==> src/rtl/iram_access_arbiter_pkg.sv <==
// Shared types and constants for the instruction-RAM access arbiter.
// Holds the FSM state encoding, the default RAM address width and the counter load helper.
package iram_access_arbiter_pkg;

  localparam int IRAM_ADR_W = 12;
  localparam int CNT_W      = 4;

  typedef enum logic [2:0] {
    ST_IDLE    = 3'd0,
    ST_DRAIN   = 3'd1,
    ST_ACCESS  = 3'd2,
    ST_CAPTURE = 3'd3,
    ST_HOLD    = 3'd4,
    ST_RELEASE = 3'd5
  } arb_state_e;

  // A phase of N cycles is counted from N-1 down to the zero flag.
  function automatic logic [CNT_W-1:0] cnt_load(input int cycles);
    return CNT_W'(cycles - 1);
  endfunction

endpackage

==> src/rtl/iram_access_arbiter_down_counter.sv <==
// Loadable 4-bit down-counter with a zero flag; decrements saturate at zero.
// Used by the arbiter to time the drain and hold phases.
module arb_down_counter
  import iram_access_arbiter_pkg::*;
(
  input  logic             clk,
  input  logic             rst,
  input  logic             load,
  input  logic [CNT_W-1:0] load_val,
  input  logic             dec,
  output logic             zero
);

  logic [CNT_W-1:0] count;

  always_ff @(posedge clk or posedge rst) begin
    if (rst) begin
      count <= '0;
    end else if (load) begin
      count <= load_val;
    end else if (dec && (count != '0)) begin
      count <= count - 1'b1;
    end
  end

  assign zero = (count == '0);

endmodule

==> src/rtl/iram_access_arbiter.sv <==
// Shares the instruction RAM between CPU fetch and the debug monitor: freezes and drains
// fetch, steers the RAM ports to the monitor, then releases fetch with sequenced stall strobes.
//
// state   | meaning
// --------+------------------------------------------------------------------
// IDLE    | fetch owns the RAM; monitor requests and start pulses sampled
// DRAIN   | stall held while the fetch pipeline empties
// ACCESS  | monitor address/write data driven onto the RAM
// CAPTURE | read data captured, mon_ack pulsed
// HOLD    | grant kept open for back-to-back monitor accesses
// RELEASE | stall dropped, fetch regains the RAM next cycle
module iram_access_arbiter
  import iram_access_arbiter_pkg::*;
#(
  parameter int ADR_W        = IRAM_ADR_W,
  parameter int DRAIN_CYCLES = 2,
  parameter int HOLD_CYCLES  = 8
) (
  input  logic             clk,
  input  logic             rst,
  input  logic             cpu_run,
  input  logic             mon_req,
  input  logic             mon_we,
  input  logic [ADR_W-1:0] mon_adr,
  input  logic [31:0]      mon_wdata,
  output logic             mon_ack,
  output logic [31:0]      mon_rdata,
  input  logic             cpu_start_in,
  output logic             cpu_start_out,
  input  logic [31:0]      i_ram_rdata,
  output logic             i_read_sel,
  output logic [ADR_W-1:0] i_ram_radr,
  output logic [ADR_W-1:0] i_ram_wadr,
  output logic [31:0]      i_ram_wdata,
  output logic             i_ram_wen,
  output logic             stall,
  output logic             stall_1shot,
  output logic             stall_dly,
  output logic             busy
);

  arb_state_e  state_q, state_d;
  logic        drain_load, drain_dec, drain_zero;
  logic        hold_load, hold_dec, hold_zero;
  logic        stall_q, stall_d;
  logic        stall_1shot_q, stall_dly_q;
  logic [31:0] rdata_q;
  logic        start_pending_q, start_out_q;
  logic        start_fwd, start_issue;
  logic        in_access, capture_rd;

  arb_down_counter u_drain_cnt (
    .clk      (clk),
    .rst      (rst),
    .load     (drain_load),
    .load_val (cnt_load(DRAIN_CYCLES)),
    .dec      (drain_dec),
    .zero     (drain_zero)
  );

  arb_down_counter u_hold_cnt (
    .clk      (clk),
    .rst      (rst),
    .load     (hold_load),
    .load_val (cnt_load(HOLD_CYCLES)),
    .dec      (hold_dec),
    .zero     (hold_zero)
  );

  always_ff @(posedge clk or posedge rst) begin
    if (rst) begin
      state_q <= ST_IDLE;
    end else begin
      state_q <= state_d;
    end
  end

  always_comb begin
    state_d    = state_q;
    drain_load = 1'b0;
    drain_dec  = 1'b0;
    hold_load  = 1'b0;
    hold_dec   = 1'b0;
    stall_d    = stall_q;
    case (state_q)
      ST_IDLE: begin
        if (mon_req) begin
          state_d    = cpu_run ? ST_DRAIN : ST_ACCESS;
          drain_load = cpu_run;
        end
        stall_d = mon_req & cpu_run;
      end
      ST_DRAIN: begin
        if (drain_zero) begin
          state_d = ST_ACCESS;
        end else begin
          drain_dec = 1'b1;
        end
      end
      ST_ACCESS:  state_d = ST_CAPTURE;
      ST_CAPTURE: begin
        state_d   = ST_HOLD;
        hold_load = 1'b1;
      end
      // A request in the same cycle the hold count expires still wins the RAM.
      ST_HOLD: begin
        if (mon_req) begin
          state_d = ST_ACCESS;
        end else if (hold_zero) begin
          state_d = ST_RELEASE;
          stall_d = 1'b0;
        end else begin
          hold_dec = 1'b1;
        end
      end
      ST_RELEASE: begin
        state_d = ST_IDLE;
        stall_d = 1'b0;
      end
      default: begin
        state_d = ST_IDLE;
        stall_d = 1'b0;
      end
    endcase
  end

  assign in_access  = (state_q == ST_ACCESS);
  assign capture_rd = (state_q == ST_CAPTURE) && !mon_we;

  // Start pulses are forwarded straight through only when the RAM is not being claimed.
  assign start_fwd   = (state_q == ST_IDLE) && !mon_req;
  assign start_issue = (state_q == ST_RELEASE);

  always_ff @(posedge clk or posedge rst) begin
    if (rst) begin
      stall_q         <= 1'b0;
      stall_1shot_q   <= 1'b0;
      stall_dly_q     <= 1'b0;
      rdata_q         <= '0;
      start_pending_q <= 1'b0;
      start_out_q     <= 1'b0;
    end else begin
      stall_q       <= stall_d;
      stall_1shot_q <= (state_q == ST_IDLE) && mon_req && cpu_run;
      stall_dly_q   <= stall_q;
      if (capture_rd) begin
        rdata_q <= i_ram_rdata;
      end
      start_out_q <= (start_fwd & cpu_start_in) |
                     (start_issue & (start_pending_q | cpu_start_in));
      if (start_issue) begin
        start_pending_q <= 1'b0;
      end else if (cpu_start_in && !start_fwd) begin
        start_pending_q <= 1'b1;
      end
    end
  end

  // Read data is passed through in the ack cycle so it is valid alongside mon_ack.
  assign mon_rdata     = capture_rd ? i_ram_rdata : rdata_q;
  assign mon_ack       = (state_q == ST_CAPTURE);
  assign busy          = (state_q != ST_IDLE);
  assign i_read_sel    = (state_q == ST_ACCESS) || (state_q == ST_CAPTURE) || (state_q == ST_HOLD);
  assign i_ram_radr    = i_read_sel ? mon_adr : '0;
  assign i_ram_wadr    = in_access ? mon_adr : '0;
  assign i_ram_wdata   = in_access ? mon_wdata : '0;
  assign i_ram_wen     = in_access & mon_we;
  assign stall         = stall_q;
  assign stall_1shot   = stall_1shot_q;
  assign stall_dly     = stall_dly_q;
  assign cpu_start_out = start_out_q;

endmodule

==> config.mk <==
export PLATFORM = sky130hd
export DESIGN_NAME = iram_access_arbiter
export DESIGN_NICKNAME = d
export VERILOG_FILES = /design/src/rtl/iram_access_arbiter_pkg.sv /design/src/rtl/iram_access_arbiter_down_counter.sv /design/src/rtl/iram_access_arbiter.sv
export SDC_FILE = /design/constraint.sdc
export NUM_CORES = 1
export LEC_CHECK = 0
export BUFFER_PORTS_ARGS = -buffer_cell sky130_fd_sc_hd__buf_2
export CAP_MARGIN = 20
export CORE_MARGIN = 4
export CORE_UTILIZATION = 40
export DETAILED_ROUTE_END_ITERATION = 8
export PLACE_DENSITY = 0.89
export SLEW_MARGIN = 0
export SYNTH_ARGS = -nofsm -noshare
export SYNTH_HDL_FRONTEND = slang
export SYNTH_HIERARCHICAL = 1
export SYNTH_SLANG_ARGS = --single-unit
==> constraint.sdc <==
create_clock -name clk -period 3.44 [get_ports clk]
set_clock_uncertainty 0.2 [all_clocks]
set_input_delay 0.516 -clock clk [delete_from_list [all_inputs] [get_ports clk]]
set_output_delay 0.516 -clock clk [all_outputs]
set_load 0.02 [all_outputs]
==> results of run 1 <==
==> per-stage QoR <==
stage          power, mW  area (um^2)  worst slack [ns]
3_5_place_dp        2.70         3510             0.667
6_report            3.06         3620             0.508
3_3_place_gp        2.64         3510             0.877
4_1_cts             3.09         3620             0.498
2_1_floorplan       2.15         2580             0.976
5_1_grt             3.28         3620             0.366
==> state kept, by name, indices dropped and copies added (netlist names) <==
name               flops
rdata_q               32
stall_1shot            1
u_drain_cnt/count      4
state_q                3
start_pending_q        1
stall_dly              1
cpu_start_out          1
u_hold_cnt/count       4
stall                  1
==> cell type report <==
cell class              instances  area, um^2  share of cell area (%)
inverters                      12        45.0                    1.24
multi-input cells             167        1260                    34.7
clock buffers                   5        68.8                    1.90
repair buffers                182         926                    25.6
flip-flops and latches         48        1200                    33.2
clock inverters                 1        30.0                   0.829
well taps                      75        93.8                    2.59
==> cell families (layout without fill, tap and decap cells) <==
| group | Yosys count | after routing | share of synthesized area [%] |
|---|---|---|---|
| fa+ha+maj | 2 | 2 | 0.977 |
| simple gates | 93 | 93 | 24.2 |
| buf+inv | 26 | 200 | 4.84 |
| other cells | 2 | 8 | 0.293 |
| mux | 32 | 32 | 14.1 |
| flops | 48 | 48 | 46.9 |
| compound gates | 32 | 32 | 8.70 |
==> power by group <==
group          switching, mW  internal (mW)  total (mW)
clock network          0.174          0.209       0.382
registers              0.141          0.824       0.965
logic                   1.05          0.662        1.71
==> cell usage after synthesis, types with 3 or more instances <==
cell type  number
nor2b_1        13
mux2_1         30
buf_2           3
inv_1          12
o21ai_1         4
nor2_1          3
clkbuf_1        8
nand2b_1        4
a21oi_1        10
nand2_1         7
and2_1         45
dfrtp_1        48
buf_6           3
==> worst paths after layout <==
path,start,to,slack (ns),depth (start not counted)
hold / removal,stall,stall_dly,0.21,0
setup reg to reg,u_hold_cnt/count[0],u_hold_cnt/count[3],0.69,8
min in group asynchronous,rst,u_drain_cnt/count[1],0.48,3
setup / recovery,state_q[2],mon_rdata[31],0.51,5
max in group asynchronous,rst,rdata_q[0],1.71,4
hold reg to reg,stall,stall_dly,0.21,0
==> worst max-delay path, cell delays in order, from the launching register on <==
cell and delay (ns):
dfrtp_1 0.54, nand3b_1 0.31, nor2_4 0.11, buf_4 0.37, mux2_2 0.40, buf_2 0.16
==> placed cells by master, fill, tap and decap left out, types with 5 or more instances in the layout <==
cell,instances
inv_1,12
clkbuf_8,5
dfrtp_1,48
nand2_1,7
nor2b_1,13
buf_2,177
and2_1,45
conb_1,8
a21oi_1,10
mux2_1,30
==> layer usage <==
metal  part of all wire [%]  track usage [%]  wire length (um)
met1                     35             19.0              2530
met2                     52             32.1              3690
met3                     12             5.36               832
met4                    1.5             6.00               110
met5                      0                0                 0
==> flow_metrics.py, run 1 <==
metrics = {
    "run_status": {
        "outcome": "completed",
    },
    "sta": {
        "rsz0062_at_grt": "false",
        "setup_tns_ns": 0,
        "hold_viol_final": 0,
        "holdWs_ns": 0.211,
        "slew_headroom_pct": 39.7,
        "setup_viol_count_final": 0,
        "timing.final.crit_share_pct": 85.2,
        "finalMaxSlewViolations": 0,
        "clock.fmax_mhz": 341,
        "post-route-min-period_ns": 2.93,
        "worstMarginPinSlew_ns": 0.896,
    },
    "die": {
        "fp.coreArea_mm2": 0.00606,
        "start_util_pct": 42.2,
        "fp-row-count": 28,
        "ioPinCount": 178,
        "chipHeight_um": 88,
        "die_area_mm2": 0.00774,
        "die_x_um": 88,
    },
    "job": {
        "drv_cap": 0,
    },
    "clock_tree": {
        "cts.sinks": 48,
        "cts_root_buffer": "clkbuf_8",
        "htree_levels": 2,
        "ctsHoldBuffers": 1,
        "numCtsBuffers": 5,
        "cts_tree": "built",
        "insertion_delay_ns": 0.30,
        "clk_pin_slew_ns": 0.08,
        "cts_resized": 0,
        "post_cts_buffers": 0,
        "cts_buffer_depth": 2,
    },
    "yosys": {
        "synth.cell_area_mm2": 0.00256,
        "syn_inst": 235,
        "synthTopCellsByArea": "dfrtp_1 (47%), mux2_1 (13%), and2_1 (11%)",
        "yosys_register_bits": 48,
        "synthFlopType": "dfrtp_1",
        "ys_warn_count": 6,
        "ys_seq_area_share_pct": 46.9,
        "yosysTopAreaCell": "dfrtp_1",
        "ys_types": 42,
        "avgSynthCellArea_um2": 10.9,
        "yosys.area.top_type_share_pct": 46.9,
        "synthArstFlopShare_pct": 100,
        "synth-edff-count": 0,
    },
    "worst_setup_path": {
        "crit_arrival_ns": 2.22,
        "cp.required_ns": 2.72,
        "worstSetupPathType": "reg -> out",
        "crit_path_end_kind": "output pin",
        "start_kind": "flip-flop",
        "crit_fanout": 32,
    },
    "power_and_ir_drop": {
        "power_density_mw_per_mm2": 845,
        "cellLeakagePower_nw": 2.02,
        "vdd.ir_drop.worst_mv": 0.498,
    },
    "cells_and_area": {
        "drive_above_1_share_pct": 47.7,
        "diodes": 0,
        "final_util_pct": 59.8,
        "fillers": 501,
        "fin_cells": 490,
        "fin_nets": 500,
        "area_delta_synth_final_pct": 41.5,
    },
    "global_routing": {
        "grt_pass1_wl_mm": 10.4,
        "gr-total-overflow": 0,
        "antenna_found_initial": 0,
        "grt_usage_pct": 17.5,
        "grt_max_degree": 46,
        "grt_pass1_vias": 2283,
    },
    "route": {
        "drc_errors": 0,
        "finalWirelength_mm": 7.16,
        "vias_per_cell": 4.85,
        "drtIter0Drc": 97,
        "firstDrtPassIters": 4,
        "antenna_left": 0,
        "wl_per_cell_um": 14.6,
        "vias": 2375,
    },
    "placed_design": {
        "place_hpwl_mm": 5.89,
        "dp.cells": 483,
        "gp_congestion": 0.818,
        "port_buffers": 177,
    },
    "worst_hold_path": {
        "hp-class": "reg -> reg",
    },
}
Power figures use the tool's default switching activity.
==> inputs of run 2 (changes only) <==
--- a/config.mk
+++ b/config.mk
@@ -10,6 +10,7 @@
 export CORE_MARGIN = 4
 export CORE_UTILIZATION = 40
 export DETAILED_ROUTE_END_ITERATION = 8
+export GPL_TIMING_DRIVEN = 0
 export PLACE_DENSITY = 0.89
 export SLEW_MARGIN = 0
 export SYNTH_ARGS = -nofsm -noshare
==> flow_metrics.py, run 2 (synthesis gave the netlist of run 1 again) <==
metrics = {
    "clock_tree": {
        "cts.sinks": 48,
        "cts_resized": 0,
        "clk_pin_slew_ns": 0.09,
        "cts_root_buffer": "clkbuf_8",
        "cts_tree": "built",
        "insertion_delay_ns": 0.30,
        "post_cts_buffers": 0,
        "cts_buffer_depth": 2,
        "htree_levels": 2,
        "numCtsBuffers": 5,
    },
    "route": {
        "vias_per_cell": 4.83,
        "antenna_left": 0,
        "vias": 2427,
        "wl_met1_mm": 2.73,
        "firstDrtPassIters": 4,
        "top_layer": "met4",
        "wl_met2_mm": 3.94,
        "drc_errors": 0,
        "drtIter0Drc": 67,
        "wl_per_cell_um": 14.8,
        "finalWirelength_mm": 7.44,
        "wl_met3_um": 669,
    },
    "power_and_ir_drop": {
        "cellLeakagePower_nw": 2.03,
        "vdd.ir_drop.worst_mv": 0.497,
        "power_density_mw_per_mm2": 838,
        "total_power_mw": 3.07,
    },
    "global_routing": {
        "grt_pass1_wl_mm": 11.4,
        "grt_pass1_vias": 2474,
        "gr-total-overflow": 0,
        "antenna_found_initial": 1,
        "grt_max_degree": 41,
        "grt_usage_pct": 19.1,
    },
    "placed_design": {
        "gp_congestion": 0.781,
        "place_hpwl_mm": 6.24,
        "postPlaceCellArea_mm2": 0.00356,
        "port_buffers": 176,
        "dp.cells": 492,
        "dp_slack_ns": 0.666,
    },
    "worst_hold_path": {
        "hp-class": "reg -> reg",
    },
    "cells_and_area": {
        "top_regs": "rdata_q x32, u_drain_cnt/count x4, u_hold_cnt/count x4",
        "regMostFlops": "rdata_q",
        "drive_above_1_share_pct": 47.4,
        "mostFrequentLayoutCell": "buf_2",
        "fin_nets": 509,
        "final_cell_mix": "buf_2 (179), dfrtp_1 (48), and2_1 (45)",
        "fin_cells": 502,
        "area_delta_synth_final_pct": 43.2,
        "final_util_pct": 60.5,
        "largest_reg_flops": 32,
        "fin_area_mm2": 0.00367,
    },
    "worst_setup_path": {
        "slowest_stage": "nor4_1",
        "regToRegSetupSlack_ns": 0.61,
        "crit_fanout": 7,
        "worstSetupPathType": "reg -> reg",
        "crit_path_end_kind": "flip-flop",
        "crit_arrival_ns": 2.81,
        "start_kind": "flip-flop",
        "cp.required_ns": 3.43,
        "critPathMaxStageDelay_ns": 0.76,
        "path_cells": "inv_1 -> ha_1 -> or3b_4 -> inv_1 -> nor4_1 -> nor4b_2 -> nor3b_1 -> a221o_1",
        "crit_top_cell": "inv_1",
        "critPathTopFamily": "simple AND/OR/NAND/NOR gates",
        "cp.buffers_inverters": 2,
    },
    "sta": {
        "setup_viol_count_final": 0,
        "post-route-min-period_ns": 2.83,
        "clock.fmax_mhz": 353,
        "holdWs_ns": 0.216,
        "hold_viol_final": 0,
        "layout_setup_ws_ns": 0.611,
        "timing.final.crit_share_pct": 82.2,
        "slew_headroom_pct": 37.6,
        "setup_tns_ns": 0,
        "worstMarginPinSlew_ns": 0.927,
        "finalMaxSlewViolations": 0,
        "rsz0062_at_grt": "false",
    },
    "die": {
        "ioPinCount": 178,
        "die_x_um": 88,
        "fp.coreArea_mm2": 0.00606,
        "chipHeight_um": 88,
        "start_util_pct": 42.2,
        "fp-row-count": 28,
        "die_area_mm2": 0.00774,
    },
    "run_status": {
        "outcome": "completed",
    },
    "job": {
        "drv_cap": 0,
    },
}
run 2: report_power, final:
group	total (mW)	leakage [nW]	switching, mW	internal (mW)
Combinational	1.78	1.39	1.11	0.675
Clock	0.349	0.0516	0.184	0.164
Sequential	0.939	0.588	0.113	0.825
run 2: area by class of cell:
type	instances	area (um^2)
antenna	1	2.50
buffer	14	78.8
clock buffer	6	82.6
clock inverter	2	13.8
fill	515	2390
inverter	12	45.0
multi-input combinational	167	1260
sequential	48	1200
tap	75	93.8
timing repair buffer	177	891
run 2: path summary, 6_finish.rpt:
path	startpoint	cells past startpoint	endpoint
worst max register to register	u_hold_cnt/count[0]	8	u_hold_cnt/count[3]
min in group asynchronous	rst	3	u_drain_cnt/count[1]
max in group asynchronous	rst	3	rdata_q[28]
worst max-delay path	u_hold_cnt/count[0]	8	u_hold_cnt/count[3]
worst min-delay path	stall	0	stall_dly
worst min register to register	stall	0	stall_dly
run 2: repair_timing:
item / 4_1_cts / 5_1_grt
hold buffers: 1 / 0
endpoints found under the hold margin: 8 / 0
endpoints found under the setup margin: 0 / 0
run 2: worst reg2reg max path, stage by stage, from the launching register on:
cell and delay (ns):
dfrtp_1 0.37, inv_1 0.08, ha_1 0.24, or3b_4 0.27, inv_1 0.06, nor4_1 0.76
nor4b_2 0.39, nor3b_1 0.08, a221o_1 0.27
run 2: per-layer routing:
layer / track usage (%) / vias to the layer above
li1: - / 1167
met2: 35.3 / 121
met4: 6.83 / 0
met5: 0 / -
met1: 21.0 / 1129
met3: 4.61 / 10
